<file path="config.mk">
export PLATFORM = sky130hd
export DESIGN_NAME = alu_arbiter
export DESIGN_NICKNAME = d
export VERILOG_FILES = /design/src/rtl/alu_arbiter.sv
export SDC_FILE = /design/constraint.sdc
export NUM_CORES = 1
export LEC_CHECK = 0
export ABC_AREA = 1
export BUFFER_PORTS_ARGS = -buffer_cell sky130_fd_sc_hd__buf_2
export CORE_ASPECT_RATIO = 1.4
export CORE_MARGIN = 2
export CORE_UTILIZATION = 53
export DETAILED_ROUTE_END_ITERATION = 12
export GPL_TIMING_DRIVEN = 0
export HOLD_SLACK_MARGIN = 0.06
export PLACE_DENSITY = 0.88
export SLEW_MARGIN = 5
export SYNTH_ARGS = -nofsm -noshare
export SYNTH_HDL_FRONTEND = slang
export SYNTH_SLANG_ARGS = --single-unit
</file>
<file path="constraint.sdc">
create_clock -name clk -period 2.6 [get_ports clk]
set_clock_uncertainty 0.05 [all_clocks]
set_input_delay 0.65 -clock clk [delete_from_list [all_inputs] [get_ports clk]]
set_output_delay 0.65 -clock clk [all_outputs]
set_load 0.01 [all_outputs]
</file>
<file path="src/rtl/alu_arbiter.sv">
// Round-robin arbiter sharing one 4-bit ALU (AND/OR/ADD/MUL) between NUM_REQ requesters.
// Define ALU_ARB_FLAGS_EN to add the res_ovf overflow/carry output.
module alu_arbiter #(
    parameter int NUM_REQ = 4,
    parameter int IDW     = $clog2(NUM_REQ)
) (
    input  logic                 clk,
    input  logic                 rst,
    input  logic [NUM_REQ-1:0]   req,
    input  logic [4*NUM_REQ-1:0] req_a,
    input  logic [4*NUM_REQ-1:0] req_b,
    input  logic [2*NUM_REQ-1:0] req_sel,
    output logic [NUM_REQ-1:0]   gnt,
    output logic                 res_valid,
    input  logic                 res_ready,
    output logic [3:0]           res_data,
    output logic [IDW-1:0]       res_id,
`ifdef ALU_ARB_FLAGS_EN
    output logic                 res_ovf,
`endif
    output logic                 busy
);

    typedef enum logic [1:0] {
        IDLE = 2'd0,
        EXEC = 2'd1,
        DONE = 2'd2
    } state_t;

    state_t               state_reg;
    logic [IDW-1:0]       ptr_reg;
    logic [3:0]           op_a_reg;
    logic [3:0]           op_b_reg;
    logic [1:0]           op_sel_reg;
    logic [IDW-1:0]       op_id_reg;
    logic [NUM_REQ-1:0]   gnt_reg;
    logic                 res_valid_reg;
    logic [3:0]           res_data_reg;
    logic [IDW-1:0]       res_id_reg;
    logic                 busy_reg;
`ifdef ALU_ARB_FLAGS_EN
    logic                 res_ovf_reg;
`endif

    logic [3:0]           a_arr   [NUM_REQ];
    logic [3:0]           b_arr   [NUM_REQ];
    logic [1:0]           sel_arr [NUM_REQ];
    logic [NUM_REQ-1:0]   upper_mask;
    logic [NUM_REQ-1:0]   cand;
    logic [IDW-1:0]       win_id;
    logic [NUM_REQ-1:0]   win_onehot;
    logic [IDW-1:0]       ptr_next;
    logic [31:0]          ptr_wide;

    assign ptr_wide = 32'(ptr_reg);

    genvar gi;
    generate
        for (gi = 0; gi < NUM_REQ; gi++) begin : g_slice
            assign a_arr[gi]      = req_a[4*gi +: 4];
            assign b_arr[gi]      = req_b[4*gi +: 4];
            assign sel_arr[gi]    = req_sel[2*gi +: 2];
            assign upper_mask[gi] = (32'(gi) >= ptr_wide);
        end
    endgenerate

    // Requests at or above ptr take priority; otherwise wrap around to the lowest index.
    assign cand = (|(req & upper_mask)) ? (req & upper_mask) : req;

    always_comb begin
        win_id = '0;
        for (int i = NUM_REQ - 1; i >= 0; i--) begin
            if (cand[i]) begin
                win_id = IDW'(i);
            end
        end
    end

    assign win_onehot = NUM_REQ'(1) << win_id;
    assign ptr_next   = (win_id == IDW'(NUM_REQ - 1)) ? '0 : win_id + 1'b1;

    logic [3:0] alu_res;
`ifdef ALU_ARB_FLAGS_EN
    logic       alu_ovf;
    logic [4:0] sum_w;
    logic [7:0] prod_w;
    assign sum_w  = {1'b0, op_a_reg} + {1'b0, op_b_reg};
    assign prod_w = {4'b0, op_a_reg} * {4'b0, op_b_reg};
`else
    logic [3:0] sum_w;
    logic [3:0] prod_w;
    assign sum_w  = op_a_reg + op_b_reg;
    assign prod_w = op_a_reg * op_b_reg;
`endif

    always_comb begin
        alu_res = '0;
`ifdef ALU_ARB_FLAGS_EN
        alu_ovf = 1'b0;
`endif
        case (op_sel_reg)
            2'b00: alu_res = op_a_reg & op_b_reg;
            2'b01: alu_res = op_a_reg | op_b_reg;
            2'b10: begin
                alu_res = sum_w[3:0];
`ifdef ALU_ARB_FLAGS_EN
                alu_ovf = sum_w[4];
`endif
            end
            default: begin
                alu_res = prod_w[3:0];
`ifdef ALU_ARB_FLAGS_EN
                alu_ovf = |prod_w[7:4];
`endif
            end
        endcase
    end

    always_ff @(posedge clk or posedge rst) begin
        if (rst) begin
            state_reg     <= IDLE;
            ptr_reg       <= '0;
            op_a_reg      <= '0;
            op_b_reg      <= '0;
            op_sel_reg    <= '0;
            op_id_reg     <= '0;
            gnt_reg       <= '0;
            res_valid_reg <= 1'b0;
            res_data_reg  <= '0;
            res_id_reg    <= '0;
            busy_reg      <= 1'b0;
`ifdef ALU_ARB_FLAGS_EN
            res_ovf_reg   <= 1'b0;
`endif
        end else begin
            gnt_reg <= '0;
            case (state_reg)
                IDLE: begin
                    if (|req) begin
                        op_a_reg   <= a_arr[win_id];
                        op_b_reg   <= b_arr[win_id];
                        op_sel_reg <= sel_arr[win_id];
                        op_id_reg  <= win_id;
                        gnt_reg    <= win_onehot;
                        ptr_reg    <= ptr_next;
                        busy_reg   <= 1'b1;
                        state_reg  <= EXEC;
                    end
                end
                EXEC: begin
                    res_data_reg  <= alu_res;
                    res_id_reg    <= op_id_reg;
                    res_valid_reg <= 1'b1;
`ifdef ALU_ARB_FLAGS_EN
                    res_ovf_reg   <= alu_ovf;
`endif
                    state_reg     <= DONE;
                end
                DONE: begin
                    if (res_ready) begin
                        res_valid_reg <= 1'b0;
                        busy_reg      <= 1'b0;
                        state_reg     <= IDLE;
                    end
                end
                default: begin
                    state_reg <= IDLE;
                end
            endcase
        end
    end

    assign gnt       = gnt_reg;
    assign res_valid = res_valid_reg;
    assign res_data  = res_data_reg;
    assign res_id    = res_id_reg;
    assign busy      = busy_reg;
`ifdef ALU_ARB_FLAGS_EN
    assign res_ovf   = res_ovf_reg;
`endif

endmodule

</file>
Yosys cells after proc, flatten, opt, wreduce, memory -nomap -nowiden

Index checks and enable logic that the tools add are counted.

Register bits after elaboration: 28
Bits of input ports: 47
Output and inout port bits: 12
Word-level logic and storage cells: 66

Add/subtract/negate cells: 2
Multipliers: 1
Order comparisons: 5
Equality and inequality tests: 7
Shift operators: 1
Mux-type cells: 25
Bitwise logic cells: 4
Reductions and logical operators: 10

Operators with widths:

| kind                                                | count |
|---|---|
| two-way mux 4 bit                                   | 7 |
| two-way mux 2 bit                                   | 9 |
| binary-select mux 4 bit (select 2 bit)              | 2 |
| one-hot mux 4 bit (3 select lines)                  | 1 |
| bitwise AND 4 bit                                   | 2 |
| OR reduction 4 bit                                  | 2 |
| equality test 2 bit, second input constant          | 3 |
| one-hot mux 2 bit (3 select lines)                  | 1 |
| AND reduction 2 bit                                 | 3 |
| adder 4 bit                                         | 1 |
| binary-select mux 2 bit (select 2 bit)              | 1 |
| equality test 2 x 1 -> 1 bit, second input constant | 2 |
| >= comparator 1 x 2 -> 1 bit, first input constant  | 2 |
| >= comparator 2 bit, first input constant           | 2 |
| logical NOT 2 bit                                   | 2 |
| multiplier 4 x 4 -> 4 bit                           | 1 |
| != test 2 bit, second input constant                | 2 |
| bitwise OR 4 bit                                    | 1 |
| one-hot mux 1 bit (2 select lines)                  | 2 |
| nonzero test 2 bit                                  | 2 |
| << shifter 1 x 2 -> 4 bit, first input constant     | 1 |
| >= comparator 3 bit, second input constant          | 1 |
| inverter 2 -> 3 bit                                 | 1 |
| AND reduction 3 bit                                 | 1 |
| other kinds (2)                                     | 3 |

Depth between registers and ports, before layout

Gate-level depths: netlist (run 1).

Word-level depth: 12
Depth in mapped cells: 13
Mapped depth without buffers: 13

Worst setup path after synthesis (run 1)

Ideal clock, no wire load.

Path type: register -> register
From: register op_a_reg[1]
To: register res_data_reg[3], in the netlist res_data[3]
Setup time: 0.116 ns
Data arrival time: 1.952 ns
Slack: 0.482 ns
Stages on the path, launching flop included: 12
Clock period less this slack: 2.118 ns
Cells stage by stage: dfrtp_1 > ha_1 > ha_1 > ha_1 > ha_1 > xnor2_1 > xor2_1 > nand2_1 > nand2_1 > nand2_1 > nand2_1 > nand2_1

Cells in the longest elaborated chain, start to end: 2

RTL lines:

| what                                                            | RTL line | source |
|---|---|---|
| start: declaration                                              | 32       | `logic [3:0] op_a_reg;` |
| start signal: assignment                                        | 140      | `op_a_reg <= a_arr[win_id];` |
| multiplier 4 x 4 -> 4 bit / adder 4 bit (equally long branches) | 93, 92   |  |
| one-hot mux 4 bit (3 select lines) (*)                          | 101      | `case (op_sel_reg)` |
| end signal: assignment                                          | 151      | `res_data_reg <= alu_res;` |
| end: declaration                                                | 38       | `logic [3:0] res_data_reg;` |

Every way passes the cells marked *; elsewhere a longest branch is shown, timed or not.
A chain may end at the register's enable or synchronous reset.

Worst setup path after layout (run 1)

From: register op_b_reg[1]
To: register res_data_reg[3], in the netlist res_data[3]

Cells in the longest elaborated chain, start to end: 2

RTL lines:

| what                                                            | RTL line | source |
|---|---|---|
| start: declaration                                              | 33       | `logic [3:0] op_b_reg;` |
| start signal: assignment                                        | 141      | `op_b_reg <= b_arr[win_id];` |
| multiplier 4 x 4 -> 4 bit / adder 4 bit (equally long branches) | 93, 92   |  |
| one-hot mux 4 bit (3 select lines) (*)                          | 101      |  |

Marked as above.

==> results of run 1 <==
-- cells in the final DEF (no fill, tap or decap), types with 2 or more instances in the layout --
cell	n
nand2_1	95
nand3_1	36
xor2_1	5
inv_1	63
nor2_1	12
clkbuf_8	3
buf_2	58
nand2_2	5
dfrtp_1	28
o21ai_0	6
or2_0	4
inv_2	3
clkbuf_1	2
xnor2_1	2
nor2_2	2
ha_1	16
a21oi_1	5
o21ai_1	2
buf_6	2
o22ai_1	2
-- kinds of logic (layout without fill, tap and decap cells) --
kind of cell	after synthesis	in the layout	share of synthesized area, %
compound gates	18	18	4.72
buf+inv	71	133	13.8
flops	28	28	33.0
xor+xnor	7	7	2.89
fa+ha+maj	17	17	10.4
simple gates	162	162	35.2
-- cell type report --
type,instances,area [sq um],area share [%]
sequential,28,701,27.6
tap,43,53.8,2.12
multi-input combinational,204,1130,44.5
timing repair buffer,58,290,11.4
clock buffer,3,41.3,1.63
buffer,5,45.0,1.78
inverter,66,248,9.76
clock inverter,1,30.0,1.18
-- path summary, 6_finish.rpt --
| path | startpoint | end | slack, ns | depth (start not counted) |
|---|---|---|---|---|
| max | op_b_reg[1] | res_data[3] | 0.20 | 12 |
| min | res_id[0] | res_id[0] | 0.43 | 2 |
| max reg2reg | op_b_reg[1] | res_data[3] | 0.20 | 12 |
| min reg2reg | res_id[0] | res_id[0] | 0.43 | 2 |
| max in group asynchronous | rst | op_b_reg[0] | 1.33 | 2 |
| min in group asynchronous | rst | busy | 0.55 | 2 |
-- per-stage QoR --
| step | power [W] | hold slack, ns | cells |
|---|---|---|---|
| 6_report | 0.00274 | 0.427 | 408 |
| 3_3_place_gp | 0.00230 | 0.399 | 404 |
| 5_1_grt | 0.00301 | 0.447 | 408 |
| 4_1_cts | 0.00275 | 0.429 | 408 |
| 3_5_place_dp | 0.00239 | 0.406 | 404 |
| 2_1_floorplan | 0.00197 | 0.400 | 303 |
-- power by group through the flow --
stage	clock network [W]	registers (W)	logic (W)
CTS	0.000344	0.000814	0.00159
finish	0.000342	0.000817	0.00158
global route	0.000365	0.000844	0.00181
detailed placement	0	0.000817	0.00157
floorplan	0	0.000809	0.00116
global placement	0	0.000803	0.00150
-- critical path: stages, from the launching register on --
cell	delay, ns
dfrtp_1	0.47
ha_1	0.28
ha_1	0.32
ha_1	0.28
ha_1	0.21
xnor2_1	0.20
xor2_1	0.21
inv_1	0.06
nand2_1	0.06
nand2_1	0.05
nand2_1	0.05
nand2_1	0.05
nand2_1	0.05
-- per-layer routing --
| metal | share of wire, % | GRT usage, % | routed length (um) |
|---|---|---|---|
| met4 | 2.8 | 9.77 | 129 |
| met3 | 4.0 | 2.77 | 183 |
| met2 | 55 | 39.3 | 2530 |
| met5 | 0 | 0 | 0 |
| met1 | 38 | 23.8 | 1720 |
==> results.ini, run 1 <==
[sta]
fin_ws_ns = 0.197
period_minus_slack_ns = 2.40
finalSetupTns_ns = 0
clock.fmax_mhz = 416
worst_slew_pin_slew_ns = 1.02
hold_viol_final = 0
rsz0062_at_grt = false
fin_crit_sh_pct = 92.4
slew_headroom_pct = 32.2
setup_violations = 0
maxSlewViolCount = 0

[finish]
area_growth_pct = 19.6
drive_gt1_share_pct = 22.5
nNetsFinal = 430
fillers = 343
diodes = 0
stdcell_area_sq_um = 2540
final_util_pct = 65.3

[placement]
hpwl_um = 3660
dpl_cell_area_sq_um = 2470
place_congestion = 0.882
port_buffers = 58
dpl_worst_slack_ns = 0.321

[critical_path]
startpoint_type = flop
critPathRequiredTime_ns = 2.77
critical_path_arrival_ns = 2.57
path_max_fanout = 5
cp-end-kind = flop
crit_type = flop to flop

[clocking]
clk_pin_slew_ns = 0.10
clk-insertion-delay-late_ns = 0.28
cts_buffers = 3
cts_resized = 0
cts.sinks = 28
clockBufferDepth = 2
cts_tree = yes
hold_buffers = 0
post_cts_buffers = 0
root_buffer = clkbuf_8
cts_max_level = 1

[yosys]
synth-edff-count = 0
synth_top_cells_by_count = 95 x nand2_1, 63 x inv_1, 36 x nand3_1
synth_top_area_share_pct = 33.0
ys_ff_latch = 28
async_flop_share_pct = 100
ys.flop_type = dfrtp_1
synthCells = 303
yosysMostFrequentCell = nand2_1
synth.area.top_cells = dfrtp_1 33%, nand2_1 17%, inv_1 11%
ys_warn_count = 0
syn-num-nets = 367
ys_seq_area_share_pct = 33.0
synth.distinct_cells = 31
synth.cell_area_sq_um = 2120
syn_area_per_cell_sq_um = 7.00
yosys.area.top_type = dfrtp_1

[power]
p_leak_nw = 1.54
p_comb_share_pct = 57.6
clkPwrFrac_pct = 12.5
p_switching_w = 0.00127
intPower_w = 0.00146
ir_drop_v = 0.000596
netSwitchingFraction_pct = 46.5
seqPwrFrac_pct = 29.8
power_density_nw_per_um2 = 1080

[floorplan]
fp.dieArea_sq_um = 4530
core_area_sq_um = 3880
die_w_um = 57.5
initial_core_util_pct = 54.6
io_pins = 59
die_y_um = 78.9
rows = 27

[detailed_routing]
via_count = 2038
wirelength_um = 4560
dr.first_iter.drc_count = 58
ant_nets = 0
drtPass1Iterations = 4
drc = 0
wire_per_inst_um = 11.2
avgViaCountPerCell = 5.00

[global_routing]
antenna_found_initial = 0
grt_use_total_pct = 21.4
grt_max_degree = 29
grt_pass1_vias = 1855
grt_pass1_wl_um = 7720
globalRoute.totalOverflow = 0

[hold_path]
hold_path.class = flop to flop

[job]
timing.max_cap.violations = 0

[outcome]
outcome = complete, no violations

(Power assumes the default switching activity.)
==> inputs of run 2 (changes only) <==
Settings changed: CELL_PAD_IN_SITES_DETAIL_PLACEMENT from default to 0, CELL_PAD_IN_SITES_GLOBAL_PLACEMENT from default to 1, CORE_ASPECT_RATIO 1.4 to 0.5, CORE_UTILIZATION 53 to 37.
==> results.ini, run 2 (synthesized netlist as in run 1, its figures left out) <==
[sta]
hold_viol_final = 0  ; unchanged
clock.fmax_mhz = 442  ; +6.2%
maxSlewViolCount = 0  ; unchanged
setup_violations = 0  ; unchanged
rsz0062_at_grt = false
slew_headroom_pct = 30.0  ; -2.2 points
fin_crit_sh_pct = 87.0  ; -5.4 points
period_minus_slack_ns = 2.26  ; -0.141 ns
finalSetupTns_ns = 0  ; unchanged
worst_slew_pin_slew_ns = 1.05  ; +0.0330 ns

[critical_path]
critPathRequiredTime_ns = 2.75  ; -0.02 ns
crit_path_start = op_b_reg[1]
cp.depth = 12  ; unchanged
worstPathCellList = ha_1 -> ha_1 -> ha_1 -> ha_1 -> xnor2_1 -> xor2_1 -> inv_1 -> nand2_1 -> nand2_1 -> nand2_1 -> nand2_1 -> nand2_1
r2r_cells = 12  ; unchanged
cp-end-kind = flop
slowest_delay_ns = 0.44  ; -0.03 ns
critPathTopFamily = adder cells
crit_type = flop to flop
cp_num_buf_inv = 1  ; unchanged
slowest_stage = dfrtp_1
cp_common_cell = nand2_1
path_max_fanout = 5  ; unchanged
r2r_slack_ns = 0.34  ; +0.14 ns
reg2reg_from = op_b_reg[1]
startpoint_type = flop
critical_path_arrival_ns = 2.42  ; -0.15 ns

[placement]
port_buffers = 58  ; unchanged
place_congestion = 0.885  ; +0.42%
hpwl_um = 3920  ; +7.0%
dp_cells = 434  ; +7.4%

[floorplan]
die_w_um = 111  ; +93%
io_pins = 59  ; unchanged
fp.dieArea_sq_um = 6390  ; +41%
rows = 19  ; -30%
initial_core_util_pct = 38.5  ; -16 points
die_y_um = 57.6  ; -27%
core_area_sq_um = 5520  ; +42%

[finish]
diodes = 0  ; unchanged
nNetsFinal = 430  ; unchanged
final_common_cell = nand2_1
area_growth_pct = 22.9
mostFrequentLayoutCells = 95 x nand2_1, 63 x inv_1, 58 x buf_2
final_util_pct = 47.3  ; -18 points
drive_gt1_share_pct = 22.5  ; unchanged
stdcell_count = 438  ; +7.4%

[clocking]
cts_tree = yes
post_cts_buffers = 0  ; unchanged
cts_max_level = 1  ; unchanged
clk-insertion-delay-late_ns = 0.26  ; -0.02 ns
clockBufferDepth = 2  ; unchanged
hold_buffers = 0  ; unchanged
cts_resized = 0  ; unchanged
clk_pin_slew_ns = 0.07  ; -0.03 ns
cts.sinks = 28  ; unchanged
cts_buffers = 3  ; unchanged
root_buffer = clkbuf_16

[global_routing]
grt_use_total_pct = 15.8  ; -5.5 points
globalRoute.totalOverflow = 0  ; unchanged
grt_pass1_wl_um = 8310  ; +7.6%
antenna_found_initial = 0  ; unchanged
gr-usage-met1_pct = 22.4  ; -1.4 points
top_usage_layer = met2
met2_usage_pct = 25.9  ; -13 points
grt_max_degree = 29  ; unchanged
grt_pass1_vias = 1812  ; -2.3%
grt_use_met3_pct = 2.76  ; -0.0057 points

[detailed_routing]
wire_per_inst_um = 11.2  ; about the same
drtPass1Iterations = 4  ; unchanged
ant_nets = 0  ; unchanged
wirelength_um = 4900  ; +7.5%
dr.first_iter.drc_count = 89  ; +53%
avgViaCountPerCell = 4.53  ; -9.3%
via_count = 1985  ; -2.6%
drc = 0  ; unchanged

[outcome]
outcome = complete, no violations

[hold_path]
hold_path.class = flop to flop
whs_path_depth = 2  ; unchanged
min_from = res_id[0]

[power]
clkPwrFrac_pct = 15.8  ; +3.3 points
seqPwrFrac_pct = 28.4  ; -1.4 points
intPower_w = 0.00156  ; +6.8%
p_switching_w = 0.00130  ; +2.2%
netSwitchingFraction_pct = 45.4  ; -1.1 points
p_comb_share_pct = 55.8  ; -1.8 points
power_density_nw_per_um2 = 1100  ; +1.8%
ir_drop_v = 0.000371  ; -38%
finalPower_w = 0.00287  ; +4.7%
p_leak_nw = 1.56  ; +1.0%

[job]
timing.max_cap.violations = 0  ; unchanged

run 2: cell types whose count changed in the layout (fill, tap and decap cells not counted):
cell / change
clkbuf_16: +3
clkbuf_8: -3
run 2: final timing paths:
path                               end
setup / recovery           res_data[3]
hold / removal               res_id[0]
setup reg to reg           res_data[3]
hold reg to reg              res_id[0]
max in group asynchronous         busy
min in group asynchronous    res_id[0]
run 2: area by class of cell:
type | instances | area, sq um
fillers | 580 | 2910
multi-input cells | 204 | 1130
clock buffers | 3 | 75.1
clock inverters | 1 | 30.0
well taps | 73 | 91.3
flip-flops and latches | 28 | 701
inverters | 66 | 248
plain buffers | 5 | 45.0
repair buffers | 58 | 290
run 2: routing by layer:
layer,part of all wire (%),vias to the layer above
li1,-,1043
met1,50,899
met2,45,39
met3,4.3,4
met4,0.78,0
met5,0,-
run 2: worst register-to-register path, delay by kind of cell (launching register included):
| kind | cells | cell delay [ns] |
|---|---|---|
| flip-flops | 1 | 0.44 |
| adder cells (fa/ha/maj) | 4 | 1.06 |
| XOR/XNOR | 2 | 0.35 |
| buffers and inverters | 1 | 0.06 |
| AND/OR/NAND/NOR | 5 | 0.25 |
run 2: per-stage QoR:
stage | instance area (sq um) | hold WS [ns] | setup slack [ns]
2_1_floorplan | 2120 | 0.400 | 0.482
3_3_place_gp | 2500 | 0.402 | 0.373
3_5_place_dp | 2500 | 0.404 | 0.326
4_1_cts | 2610 | 0.420 | 0.312
5_1_grt | 2610 | 0.455 | 0.126
6_report | 2610 | 0.417 | 0.337
run 2: power by group through the flow:
| stage | Sequential [W] | Clock, W | Combinational [W] |
|---|---|---|---|
| after global placement | 0.000812 | 0 | 0.00154 |
| after global routing | 0.000847 | 0.000479 | 0.00184 |
| after detailed placement | 0.000817 | 0 | 0.00160 |
| after CTS | 0.000813 | 0.000458 | 0.00161 |
| after floorplan | 0.000809 | 0 | 0.00116 |
| final | 0.000814 | 0.000452 | 0.00160 |
